--- config.mk ---
export PLATFORM = sky130hd
export DESIGN_NAME = traffic_light_pixel_renderer
export DESIGN_NICKNAME = d
export VERILOG_FILES = /design/src/rtl/traffic_light_pixel_renderer.sv
export SDC_FILE = /design/constraint.sdc
export NUM_CORES = 1
export LEC_CHECK = 0
export BUFFER_PORTS_ARGS = -buffer_cell sky130_fd_sc_hd__buf_2
export CAP_MARGIN = 20
export CORE_ASPECT_RATIO = 0.6
export CORE_MARGIN = 2
export CORE_UTILIZATION = 30
export CTS_BUF_LIST = sky130_fd_sc_hd__clkbuf_8
export DETAILED_ROUTE_END_ITERATION = 7
export SYNTH_ARGS = -nofsm -noshare
export SYNTH_HDL_FRONTEND = slang
export SYNTH_SLANG_ARGS = --single-unit
--- constraint.sdc ---
create_clock -name clk -period 3.2 [get_ports clk]
set_input_delay 0.96 -clock clk [delete_from_list [all_inputs] [get_ports clk]]
set_output_delay 0.96 -clock clk [all_outputs]
set_load 0.005 [all_outputs]
--- src/rtl/traffic_light_pixel_renderer.sv ---
// Two-stage traffic-light lamp and housing-ring overlay for the pixel-clock domain.
// Optional macro TL_STATE_CHECK_EN: one-hot check of light_state (sticky state_fault, magenta lamps).
module traffic_light_pixel_renderer #(
  parameter int                    NUM_DIR      = 4,
  parameter int                    LAMP_SIZE    = 10,
  parameter int                    RING_W       = 2,
  parameter logic [NUM_DIR*10-1:0] LAMP_X       = {10'd170, 10'd110, 10'd190, 10'd130},
  parameter logic [NUM_DIR*10-1:0] LAMP_Y       = {10'd110, 10'd130, 10'd170, 10'd190},
  parameter int                    BLINK_FRAMES = 30
) (
  input  logic                   clk,
  input  logic                   rst_n,
  input  logic                   pixel_valid,
  input  logic [9:0]             x,
  input  logic [9:0]             y,
  input  logic                   frame_start,
  input  logic [3*NUM_DIR-1:0]   light_state,
  input  logic                   flash_mode,
  output logic                   out_valid,
  output logic                   shape_active,
  output logic [3:0]             shape_r,
  output logic [3:0]             shape_g,
  output logic [3:0]             shape_b,
  output logic                   state_fault
);

  localparam int                CNT_W   = (BLINK_FRAMES > 1) ? $clog2(BLINK_FRAMES) : 1;
  localparam logic [CNT_W-1:0]  CNT_MAX = CNT_W'(BLINK_FRAMES - 1);

  function automatic logic [10:0] sat_lo(input int pos, input int margin);
    int lo;
    lo = pos - margin;
    if (lo < 0) lo = 0;
    return 11'(lo);
  endfunction

`ifdef TL_STATE_CHECK_EN
  function automatic logic one_hot(input logic [2:0] st);
    return (st == 3'b100) || (st == 3'b010) || (st == 3'b001);
  endfunction
`endif

  function automatic logic [11:0] lamp_rgb(input logic [2:0] st, input logic flash,
                                           input logic blink);
    logic [11:0] rgb;
    if (flash)
      rgb = blink ? 12'hFF0 : 12'h000;
`ifdef TL_STATE_CHECK_EN
    else if (!one_hot(st))
      rgb = 12'hF0F;
`endif
    else if (st[2])
      rgb = 12'hF00;
    else if (st[1])
      rgb = 12'hFF0;
    else if (st[0])
      rgb = 12'h0F0;
    else
      rgb = 12'h000;
    return rgb;
  endfunction

  logic [3*NUM_DIR-1:0] state_q;
  logic                 flash_q;
  logic                 blink_on;
  logic [CNT_W-1:0]     frame_cnt;

  // Frame-rate shadow state: only moves on frame_start so colours stay stable within a frame
  always_ff @(posedge clk or negedge rst_n) begin
    if (!rst_n) begin
      state_q <= {NUM_DIR{3'b100}};
      flash_q <= 1'b0;
    end else if (frame_start) begin
      state_q <= light_state;
      flash_q <= flash_mode;
    end
  end

  always_ff @(posedge clk or negedge rst_n) begin
    if (!rst_n) begin
      frame_cnt <= '0;
      blink_on  <= 1'b1;
    end else if (frame_start) begin
      if (frame_cnt == CNT_MAX) begin
        frame_cnt <= '0;
        blink_on  <= ~blink_on;
      end else begin
        frame_cnt <= frame_cnt + 1'b1;
      end
    end
  end

  logic [10:0]        x_ext;
  logic [10:0]        y_ext;
  logic [NUM_DIR-1:0] lamp_hit;
  logic [NUM_DIR-1:0] ring_hit;
  logic [11:0]        lamp_rgb_c [NUM_DIR];
`ifdef TL_STATE_CHECK_EN
  logic [NUM_DIR-1:0] bad_state;
`endif

  assign x_ext = {1'b0, x};
  assign y_ext = {1'b0, y};

  for (genvar i = 0; i < NUM_DIR; i++) begin : g_lamp
    localparam int          LX    = int'(LAMP_X[10*i +: 10]);
    localparam int          LY    = int'(LAMP_Y[10*i +: 10]);
    localparam logic [10:0] X_LO  = 11'(LX);
    localparam logic [10:0] X_HI  = 11'(LX + LAMP_SIZE);
    localparam logic [10:0] Y_LO  = 11'(LY);
    localparam logic [10:0] Y_HI  = 11'(LY + LAMP_SIZE);
    localparam logic [10:0] RX_LO = sat_lo(LX, RING_W);
    localparam logic [10:0] RX_HI = 11'(LX + LAMP_SIZE + RING_W);
    localparam logic [10:0] RY_LO = sat_lo(LY, RING_W);
    localparam logic [10:0] RY_HI = 11'(LY + LAMP_SIZE + RING_W);
    logic in_outer;

    assign lamp_hit[i] = (x_ext >= X_LO) && (x_ext < X_HI) && (y_ext >= Y_LO) && (y_ext < Y_HI);
    assign in_outer    = (x_ext >= RX_LO) && (x_ext < RX_HI) && (y_ext >= RY_LO) && (y_ext < RY_HI);
    assign ring_hit[i] = in_outer && !lamp_hit[i];
    // Colour is resolved against pre-update shadow state so a frame_start pixel sees the old frame
    assign lamp_rgb_c[i] = lamp_rgb(state_q[3*i +: 3], flash_q, blink_on);
`ifdef TL_STATE_CHECK_EN
    assign bad_state[i] = !one_hot(light_state[3*i +: 3]);
`endif
  end

  // ---- stage 1: per-lamp hits and colours ----
  logic               vld_p1;
  logic [NUM_DIR-1:0] lamp_hit_p1;
  logic [NUM_DIR-1:0] ring_hit_p1;
  logic [11:0]        lamp_rgb_p1 [NUM_DIR];

  always_ff @(posedge clk or negedge rst_n) begin
    if (!rst_n) vld_p1 <= 1'b0;
    else        vld_p1 <= pixel_valid;
  end

  always_ff @(posedge clk) begin
    lamp_hit_p1 <= lamp_hit;
    ring_hit_p1 <= ring_hit;
    lamp_rgb_p1 <= lamp_rgb_c;
  end

  // ---- stage 2: priority resolve and output register ----
  logic [11:0] sel_rgb;
  logic        sel_act;

  always_comb begin
    sel_rgb = 12'h000;
    sel_act = 1'b0;
    if (vld_p1) begin
      if (|ring_hit_p1) begin
        sel_rgb = 12'hFFF;
        sel_act = 1'b1;
      end
      // Descending scan: the lowest-index lamp hit is applied last and wins
      for (int i = NUM_DIR - 1; i >= 0; i--) begin
        if (lamp_hit_p1[i]) begin
          sel_rgb = lamp_rgb_p1[i];
          sel_act = 1'b1;
        end
      end
    end
  end

  logic        vld_p2;
  logic        act_p2;
  logic [11:0] rgb_p2;

  always_ff @(posedge clk or negedge rst_n) begin
    if (!rst_n) begin
      vld_p2 <= 1'b0;
      act_p2 <= 1'b0;
      rgb_p2 <= 12'h000;
    end else begin
      vld_p2 <= vld_p1;
      act_p2 <= sel_act;
      rgb_p2 <= sel_rgb;
    end
  end

  assign out_valid    = vld_p2;
  assign shape_active = act_p2;
  assign shape_r      = rgb_p2[11:8];
  assign shape_g      = rgb_p2[7:4];
  assign shape_b      = rgb_p2[3:0];

`ifdef TL_STATE_CHECK_EN
  logic fault_q;

  always_ff @(posedge clk or negedge rst_n) begin
    if (!rst_n)                           fault_q <= 1'b0;
    else if (frame_start && |bad_state)   fault_q <= 1'b1;
  end

  assign state_fault = fault_q;
`else
  assign state_fault = 1'b0;
`endif

endmodule

# Yosys cells after proc, flatten, opt, wreduce, memory -nomap -nowiden
# Index checks and enable logic that the tools add are counted.
[classes]
n_mux = 30
bitwise_logic = 1
order_cmp = 32
n_eq_ne = 1
n_addsub = 1
reduce_logical = 34
[op_table]
columns = ["op", "n"]
rows = [
  ["two-way mux 12 bit", 19],
  ["greater-or-equal comparator 10 x 8 -> 1 bit (second input constant)", 12],
  ["< comparator 10 x 8 -> 1 bit (second input constant)", 12],
  ["greater-or-equal comparator 10 x 7 -> 1 bit (second input constant)", 4],
  ["< comparator 10 x 7 -> 1 bit (second input constant)", 4],
  ["two-way mux 8 bit", 4],
  ["logical AND 1 bit", 28],
  ["two-way mux 1 bit", 6],
  ["adder 5 x 1 -> 5 bit (second input constant)", 1],
  ["equality test 5 bit (second input constant)", 1],
  ["two-way mux 5 bit", 1],
  ["logical NOT 1 bit", 4],
  ["OR reduction 4 bit", 1],
  ["AND reduction 2 bit", 1],
  ["NOT 1 bit", 1],
]
[totals]
ff_bits = 90
input_bits = 37

# Depth between registers and ports, before layout
# Gate-level depths: netlist of run 1.
[depth]
ltp_word = 7
mapped_depth = 6
depth_no_buf = 6

# Least setup slack after synthesis of run 1
# OpenSTA, ideal clock, no wires.
[synth_path]
path_kind = "input port to flip-flop"
from = "input y[8]"
to = "register ring_hit_p1[1]"
setup_ns = 0.088
path_stages = 4
arrival_time_ns = 1.971
path_slack_ns = 1.141
t_required_ns = 3.112
path_cell_list = "nor4b_2 > nand4_1 > or3_1 > nor4_2"
[synth_via]
elab_chain_cells = 5
elab_cells_between_ends = 10
[synth_lines]
columns = ["element", "line_no", "text"]
rows = [
  ["start: declaration", "15", "input logic [9:0] y,"],
  ["greater-or-equal comparator 10 x 8 -> 1 bit", "118", "assign lamp_hit[i] = (x_ext >= X_LO) && (x_ext < X_HI) && (y_ext >= Y_LO) && (y_ext < Y_HI);"],
  ["logical AND 1 bit (2 in a row)", "118", ""],
  ["logical NOT 1 bit", "120", "assign ring_hit[i] = in_outer && !lamp_hit[i];"],
  ["logical AND 1 bit (*)", "120", ""],
  ["named net ring_hit[1]", "96", "logic [NUM_DIR-1:0] ring_hit;"],
  ["end signal: assignment", "141", "ring_hit_p1 <= ring_hit;"],
  ["end: declaration", "131", "logic [NUM_DIR-1:0] ring_hit_p1;"],
]
# Mark *: on every way through the listed nets, which the timed path passes. The rest lies on a longest branch.
# A chain may end at the register's enable or synchronous reset.

# Worst setup path in the final report of run 1
# Same ends and word-level chain as after synthesis.

==> out/qor.csv, run 1 <==
stage;metric;value;unit
run_status;status;finished clean;
run;cap_viol_max_count;0;
die;die_area;7400;sq um
drt;drtAntennaViolNets;0;
power_and_ir_drop;clkPwrFrac;31.2;%
setup_path;crit_required;3.40;ns
global_routing;grt_use_total;12.2;%
synth;synth_fp_nets;243;
clocking;cts_buffer_depth;2;
drt;post_drt_wl_per_cell;12.8;um
sta;layout_setup_ws;1.14;ns
synth;seq_area_frac_synth;47.3;%
synth;yosysTopAreaCell;dfrtp_1;
drt;routed_via_density;4.95;
sta;worst_slew_pin_slew;0.707;ns
sta;finalMaxSlewViolations;0;
sta;relSlewSlack;52.4;%
sta;rsz0062_at_grt;no;
synth;synth_edf_count;0;
synth;post-synth-top-count-cell;dfrtp_1;
drt;totalWireLength;4.20;mm
synth;ys_ff_latch;41;
setup_path;r2r_cells;4;
power_and_ir_drop;p_per_area;497;nW/um^2
clocking;clock_sinks;41;
min_path;min_path_cells;1;
power_and_ir_drop;intPower;862;uW
power_and_ir_drop;swShare;26.4;%
power_and_ir_drop;total_power;1170;uW
global_routing;overflow;0;
global_routing;antenna_found_initial;0;
power_and_ir_drop;pwr-share-seq;54.7;%
power_and_ir_drop;ir_drop;0.215;mV
synth;syn_area_per_cell;9.86;sq um
layout;area_delta_synth_final;17.0;%
die;die_h;67.4;um
synth;yosysWarnings;0;
die;fp.dieW;110;um
sta;hold_violations;0;
power_and_ir_drop;p_comb_share;14.1;%
layout;drive_above_1_share;32.2;%
drt;drt_iter0_drc;98;
synth;synth_top_area_share;24.9;%
sta;period_needed;2.06;ns
setup_path;cp.arrival;2.25;ns
sta;whs;0.498;ns
placed_design;place_ws;0.849;ns
min_path;hp-class;reg -> reg;
clocking;cts_buffers;5;
drt;firstDrtPassIters;4;
setup_path;path_class;in -> reg;
setup_path;crit_path_end_kind;register;
drt;drcViolationCount;0;
clocking;path_clk_slew;0.08;ns
synth;yosys-top-cells-count;dfrtp_1, nand2_1, nor2_1;
synth;netlist_area;2010;sq um
die;start_util;30.5;%
synth;syn_inst;204;
placed_design;dp_hpwl;3.21;mm
synth;yosysUniqueCellTypes;45;
clocking;cts_resized;0;
drt;via_count;1629;
global_routing;grt_pass1_vias;1435;
synth;synthTopCellsByArea;dfrtp_1, dfxtp_1, mux2_2;
global_routing;grt_max_degree;26;
sta;max_freq;0.487;GHz
die;ioPinCount;52;
clocking;clk_latency;0.29;ns
synth;ys.flop_type;dfrtp_1;
synth;synthArstFlopShare;61.0;%
sta;finalSetupViolations;0;
clocking;htree_levels;2;
clocking;cts_root_buffer;clkbuf_8;
global_routing;grt_pass1_wl;6.89;mm
die;core_area;6590;sq um
setup_path;start_kind;primary input;
layout;n_fill_cell;656;
sta;finalCritPeriodShare;64.2;%
setup_path;cp_max_fo;5;
placed_design;portBuffers;48;
clocking;cts_hold_buf;0;
sta;finClkSkew;0.00577;ns
die;num_rows;23;
clocking;cts_tree;done;
layout;num_antenna_cells;0;
power_and_ir_drop;p_leak;0.00102;uW
sta;setup_tns;0;ns
clocking;post-cts-setup-buffer-count;0;
layout;final_nets;280;
power_and_ir_drop;p_switching;310;uW
placed_design;gp_congestion;0.846;
[power by group through the flow]
stage / Clock (uW) / Combinational [uW] / Sequential [uW]
6_report: 366 / 165 / 640
5_1_grt: 400 / 189 / 648
4_1_cts: 378 / 166 / 639
3_5_place_dp: 0 / 166 / 649
3_3_place_gp: 0 / 163 / 648
2_1_floorplan: 0 / 113 / 632
[metal layers]
layer | global-route usage (%) | share of wire [%] | routed length, um | vias up
met2 | 16.4 | 38 | 1600 | 54
met3 | 3.47 | 6.5 | 274 | 3
met1 | 18.5 | 55 | 2310 | 760
met5 | 0 | 0 | 0 | -
met4 | 3.32 | 0.31 | 13 | 0
li1 | - | - | - | 812
[final timing paths]
check	slack, ns	end	start
setup / recovery	1.14	ring_hit_p1[1]$_DFF_P_	y[8]
hold / removal	0.50	frame_cnt[4]$_DFFE_PN0P_	frame_cnt[4]$_DFFE_PN0P_
setup reg to reg	1.70	rgb_p2[7]$_DFF_PN0_	ring_hit_p1[1]$_DFF_P_
hold reg to reg	0.50	frame_cnt[4]$_DFFE_PN0P_	frame_cnt[4]$_DFFE_PN0P_
max in group asynchronous	2.18	state_q[5]$_DFFE_PN1P_	rst_n
min in group asynchronous	0.64	frame_cnt[2]$_DFFE_PN0P_	rst_n
[layout make-up]
| type | count | area (sq um) | share of cell area (%) |
|---|---|---|---|
| sequential | 41 | 952 | 40.4 |
| multi-input combinational | 141 | 937 | 39.8 |
| timing repair buffer | 48 | 240 | 10.2 |
| tap | 87 | 109 | 4.62 |
| clock buffer | 7 | 96.3 | 4.09 |
| inverter | 4 | 15.0 | 0.638 |
| clock inverter | 1 | 5.00 | 0.213 |
[registers in the layout, summed over array words and instances (netlist names), 3 cells and up]
name	cells
state_q	12
lamp_rgb_p1	8
frame_cnt	5
lamp_hit_p1	4
ring_hit_p1	4
rgb_p2	3
[cells in the final DEF (no fill, tap or decap), drive strengths merged, types with 2 or more instances in the layout]
cell type,n
buf,48
dfrtp,20
nor2,18
nand2,18
dfxtp,16
mux2,14
o21ai,13
clkbuf,7
nor3,6
a211oi,5
a21oi,5
o31ai,5
dfstp,5
nor4,5
inv,4
nor2b,4
and3,4
or3,4
nand4,4
nand3,4
and4b,3
nor4b,3
a31oi,2
a211o,2
a41oi,2
o2111ai,2
o2111a,2
nand2b,2
ha,2
[critical path, cell delays in order]
cell and delay, ns:
buf_2 0.13, nor4b_2 0.32, nand4_1 0.16, or3_1 0.41, nor4_2 0.27
[logic make-up (layout without fill, tap and decap cells)]
group,count (synthesis),in the layout,synth area share (%)
adders and majority gates,2,2,1.24
muxes,15,15,8.33
AOI/OAI and AO/OA,44,44,15.1
xor gates and xnor gates,1,1,0.435
other,1,1,0.186
and+or+nand+nor,78,78,21.3
buffers and inverters,22,60,6.09
DFF,41,41,47.3
[through the flow]
| step | instance area, sq um | utilization [%] | std cells |
|---|---|---|---|
| after floorplan | 2010 | - | 204 |
| after global placement | 2250 | 34.2 | 321 |
| after detailed placement | 2250 | 34.2 | 321 |
| after CTS | 2350 | 35.7 | 329 |
| after global routing | 2350 | 35.7 | 329 |
| final | 2350 | 35.7 | 329 |
No activity file was read; power rests on OpenSTA's default activity.
==> run 2, diff against run 1 <==
--- a/config.mk
+++ b/config.mk
@@ -5,6 +5,7 @@
 export SDC_FILE = /design/constraint.sdc
 export NUM_CORES = 1
 export LEC_CHECK = 0
+export ABC_AREA = 1
 export BUFFER_PORTS_ARGS = -buffer_cell sky130_fd_sc_hd__buf_2
 export CAP_MARGIN = 20
 export CORE_ASPECT_RATIO = 0.6
==> constraint.sdc (replaced) <==
create_clock -name clk -period 2.15 [get_ports clk]
set_input_delay 0.645 -clock clk [delete_from_list [all_inputs] [get_ports clk]]
set_output_delay 0.645 -clock clk [all_outputs]
set_load 0.005 [all_outputs]
==> run 2 against run 1 <==
Cell count up 33%. Routed wire length increased by 20%. Largest cell class is now multi-input gates. Critical path type is now reg -> out. Die area rose by 9.5%. Via count increased by 23%.
==> out/qor.csv, run 2 <==
stage;metric;value;unit;change
synth;synth_fp_nets;342;;was 243
clocking;clock_sinks;41;;unchanged
die;fp.dieW;115;um;was 110 um
clocking;cts_resized;0;;unchanged
drt;routed_via_density;4.59;;was 4.95
layout;regMostFlops;state_q;;unchanged
layout;num_antenna_cells;0;;unchanged
synth;synthArstFlopShare;61.0;%;unchanged
run;cap_viol_max_count;0;;unchanged
run_status;status;finished clean;;unchanged
setup_path;path_buf_inv;1;;unchanged
drt;drtAntennaViolNets;0;;unchanged
die;num_rows;24;;was 23
synth;seq_area_frac_synth;43.0;%;was 47.3%
synth;ys.flop_type;dfrtp_1;;unchanged
setup_path;start_kind;register;;was primary input
layout;area_delta_synth_final;15.9;%;was 17.0%
clocking;cts_tree;done;;unchanged
sta;finalSetupViolations;0;;unchanged
synth;yosysTopAreaCell;dfrtp_1;;unchanged
synth;synth_xor_area_share;1.19;%;was 0.435%
sta;worst_slew_pin_slew;0.556;ns;was 0.707 ns
setup_path;path_class;reg -> out;;was in -> reg
power_and_ir_drop;p_leak;0.00127;uW;was 0.00102 uW
drt;firstDrtPassIters;4;;unchanged
placed_design;portBuffers;49;;was 48
drt;totalWireLength;5.05;mm;was 4.20 mm
layout;largest_reg_flops;12;;unchanged
clocking;path_clk_slew;0.08;ns;about the same
setup_path;max_stage_delay;0.41;ns;about the same
sta;finalMaxSlewViolations;0;;unchanged
sta;relSlewSlack;63.0;%;was 52.4%
die;die_h;70.5;um;was 67.4 um
synth;synthSimpleGateAreaFrac;31.3;%;was 21.3%
global_routing;antenna_found_initial;0;;unchanged
placed_design;gp_congestion;0.923;;was 0.846
clocking;cts_buffers;5;;unchanged
synth;yosysUniqueCellTypes;30;;was 45
layout;final_nets;385;;was 280
sta;finClkSkew;0.00782;ns;was 0.00577 ns
layout;n_fill_cell;764;;was 656
global_routing;overflow;0;;unchanged
synth;synth_compound_area_share;11.6;%;was 15.0%
synth;synth_top_area_share;22.6;%;was 24.9%
synth;synthTopCellsByArea;dfrtp_1, dfxtp_1, nand2_1;;was dfrtp_1, dfxtp_1, mux2_2
clocking;cts_buffer_depth;2;;unchanged
die;start_util;30.7;%;was 30.5%
setup_path;crit_required;1.50;ns;was 3.40 ns
synth;synth_top_family_by_area;simple AND/OR/NAND/NOR gates;;unchanged
synth;ys_ff_latch;41;;unchanged
clocking;htree_levels;2;;unchanged
clocking;cts_root_buffer;clkbuf_8;;unchanged
die;ioPinCount;52;;unchanged
synth;yosysWarnings;0;;unchanged
global_routing;grt_pass1_wl;8.47;mm;was 6.89 mm
global_routing;grt_pass1_vias;1865;;was 1,435
die;core_area;7210;sq um;was 6590 sq um
synth;synth_edf_count;0;;unchanged
synth;synthAdderAreaFrac;1.13;%;was 1.24%
setup_path;critPathTopFamily;flip-flops;;was simple AND/OR/NAND/NOR gates
power_and_ir_drop;ir_drop;0.227;mV;was 0.215 mV
setup_path;cp_max_fo;4;;was 5
global_routing;grt_max_degree;26;;unchanged
drt;post_drt_wl_per_cell;11.5;um;was 12.8 um
sta;period_needed;1.47;ns;
sta;rsz0062_at_grt;no;;unchanged
layout;final_cell_mix;nand2_1, buf_2, inv_1, nor2_1;;was buf_2, dfrtp_1, nor2_1, nand2_1, dfxtp_1
placed_design;dp_hpwl;4.09;mm;was 3.21 mm
layout;reg_top3;state_q x12, lamp_rgb_p1 x8, frame_cnt x5;;unchanged
synth;netlist_area;2210;sq um;was 2010 sq um
drt;via_count;2011;;was 1,629
sta;setup_tns;0;ns;unchanged
clocking;clk_latency;0.29;ns;about the same
setup_path;slowest_stage;dfrtp_1;;was or3_1
synth;syn_area_per_cell;7.30;sq um;was 9.86 sq um
setup_path;worstPathCellList;buf_2;;was buf_2, nor4b_2, nand4_1, or3_1, nor4_2
layout;drive_above_1_share;23.9;%;was 32.2%
sta;hold_violations;0;;unchanged
setup_path;crit_path_end_kind;primary output;;was register
sta;max_freq;0.681;GHz;
die;die_area;8100;sq um;was 7400 sq um
power_and_ir_drop;total_power;1760;uW;was 1170 uW
drt;drcViolationCount;0;;unchanged
sta;finalCritPeriodShare;68.3;%;
power_and_ir_drop;p_per_area;685;nW/um^2;was 497 nW/um^2
min_path;hp-class;in -> async;;was reg -> reg
setup_path;cp.arrival;0.82;ns;was 2.25 ns
clocking;post-cts-setup-buffer-count;0;;unchanged
layout;final_common_cell;nand2_1;;was buf_2
synth;post-synth-top-count-cell;nand2_1;;was dfrtp_1
synth;yosys-top-cells-count;nand2_1, inv_1, nor2_1;;was dfrtp_1, nand2_1, nor2_1
global_routing;grt_use_total;13.0;%;was 12.2%
drt;drt_iter0_drc;116;;was 98
synth;synthMuxAreaShare;0;%;was 8.33%
synth;syn_inst;303;;was 204
clocking;cts_hold_buf;0;;unchanged
layout;final_util;35.6;%;was 35.7%
## run 2: changes by cell type in the layout (fill, tap and decap cells not counted), sizes merged, moves of 5 or more
cell	previous run	this run
o31ai	5	0
nand3	4	14
o21ai	13	24
mux2	14	0
nor4	5	0
nor2	18	52
inv	4	46
nand2	18	76
a211oi	5	0
## run 2: layer usage
metal	vias up	global-route usage (%)	wire length (um)	share of wire, %
met5	-	0	0	0
met4	0	3.08	40	0.79
met3	4	4.03	403	8.0
met2	71	17.5	1910	38
met1	900	20.2	2690	53
li1	1036	-	-	-
## run 2: power by group
part           switching (uW)  internal (uW)
clock network             244            216
logic                     193            126
registers                77.4            899
total                     515           1240
## run 2: final timing paths
| check | startpoint | end | slack (ns) | depth (start not counted) |
|---|---|---|---|---|
| min in group clk | pixel_valid | vld_p1$_DFF_PN0_ | 0.47 | 1 |
| worst max-delay path | rgb_p2[7]$_DFF_PN0_ | shape_g[3] | 0.68 | 1 |
| worst max register to register | frame_cnt[1]$_DFFE_PN0P_ | blink_on$_DFFE_PN1P_ | 0.91 | 5 |
| worst min-delay path | rst_n | frame_cnt[4]$_DFFE_PN0P_ | 0.34 | 1 |
| worst min register to register | state_q[6]$_DFFE_PN0P_ | state_q[6]$_DFFE_PN0P_ | 0.47 | 2 |
| max in group asynchronous | rst_n | state_q[5]$_DFFE_PN1P_ | 1.43 | 1 |
## run 2: final cells by class
type	count	area [sq um]	area share (%)
tap	91	114	4.44
clock buffer	5	68.8	2.68
multi-input combinational	205	1000	39.2
inverter	43	161	6.29
timing repair buffer	50	253	9.85
sequential	41	952	37.1
clock inverter	3	11.3	0.439
## run 2: cells by family after synthesis
logic type | after synthesis
fa+ha+maj | 2
other cells | 1
xor+xnor | 3
flops | 41
simple gates | 154
compound gates | 45
buf+inv | 57
## run 2: through the flow
stage | hold slack, ns | setup slack, ns | cells | cell area, sq um
after CTS | 0.355 | 0.667 | 438 | 2560
after floorplan | 0.349 | 0.752 | 303 | 2210
after global placement | 0.459 | 0.513 | 430 | 2480
after global routing | 0.380 | 0.629 | 438 | 2560
after detailed placement | 0.465 | 0.504 | 430 | 2480
final | 0.337 | 0.682 | 438 | 2560
## run 2: worst reg2reg max path: cells and delay by family, from the launching register on
kind,cells,cell delay [ns]
adder cells (fa/ha/maj),1,0.14
buffers and inverters,1,0.08
AND/OR/NAND/NOR,2,0.38
XOR/XNOR,1,0.17
flip-flops,1,0.40
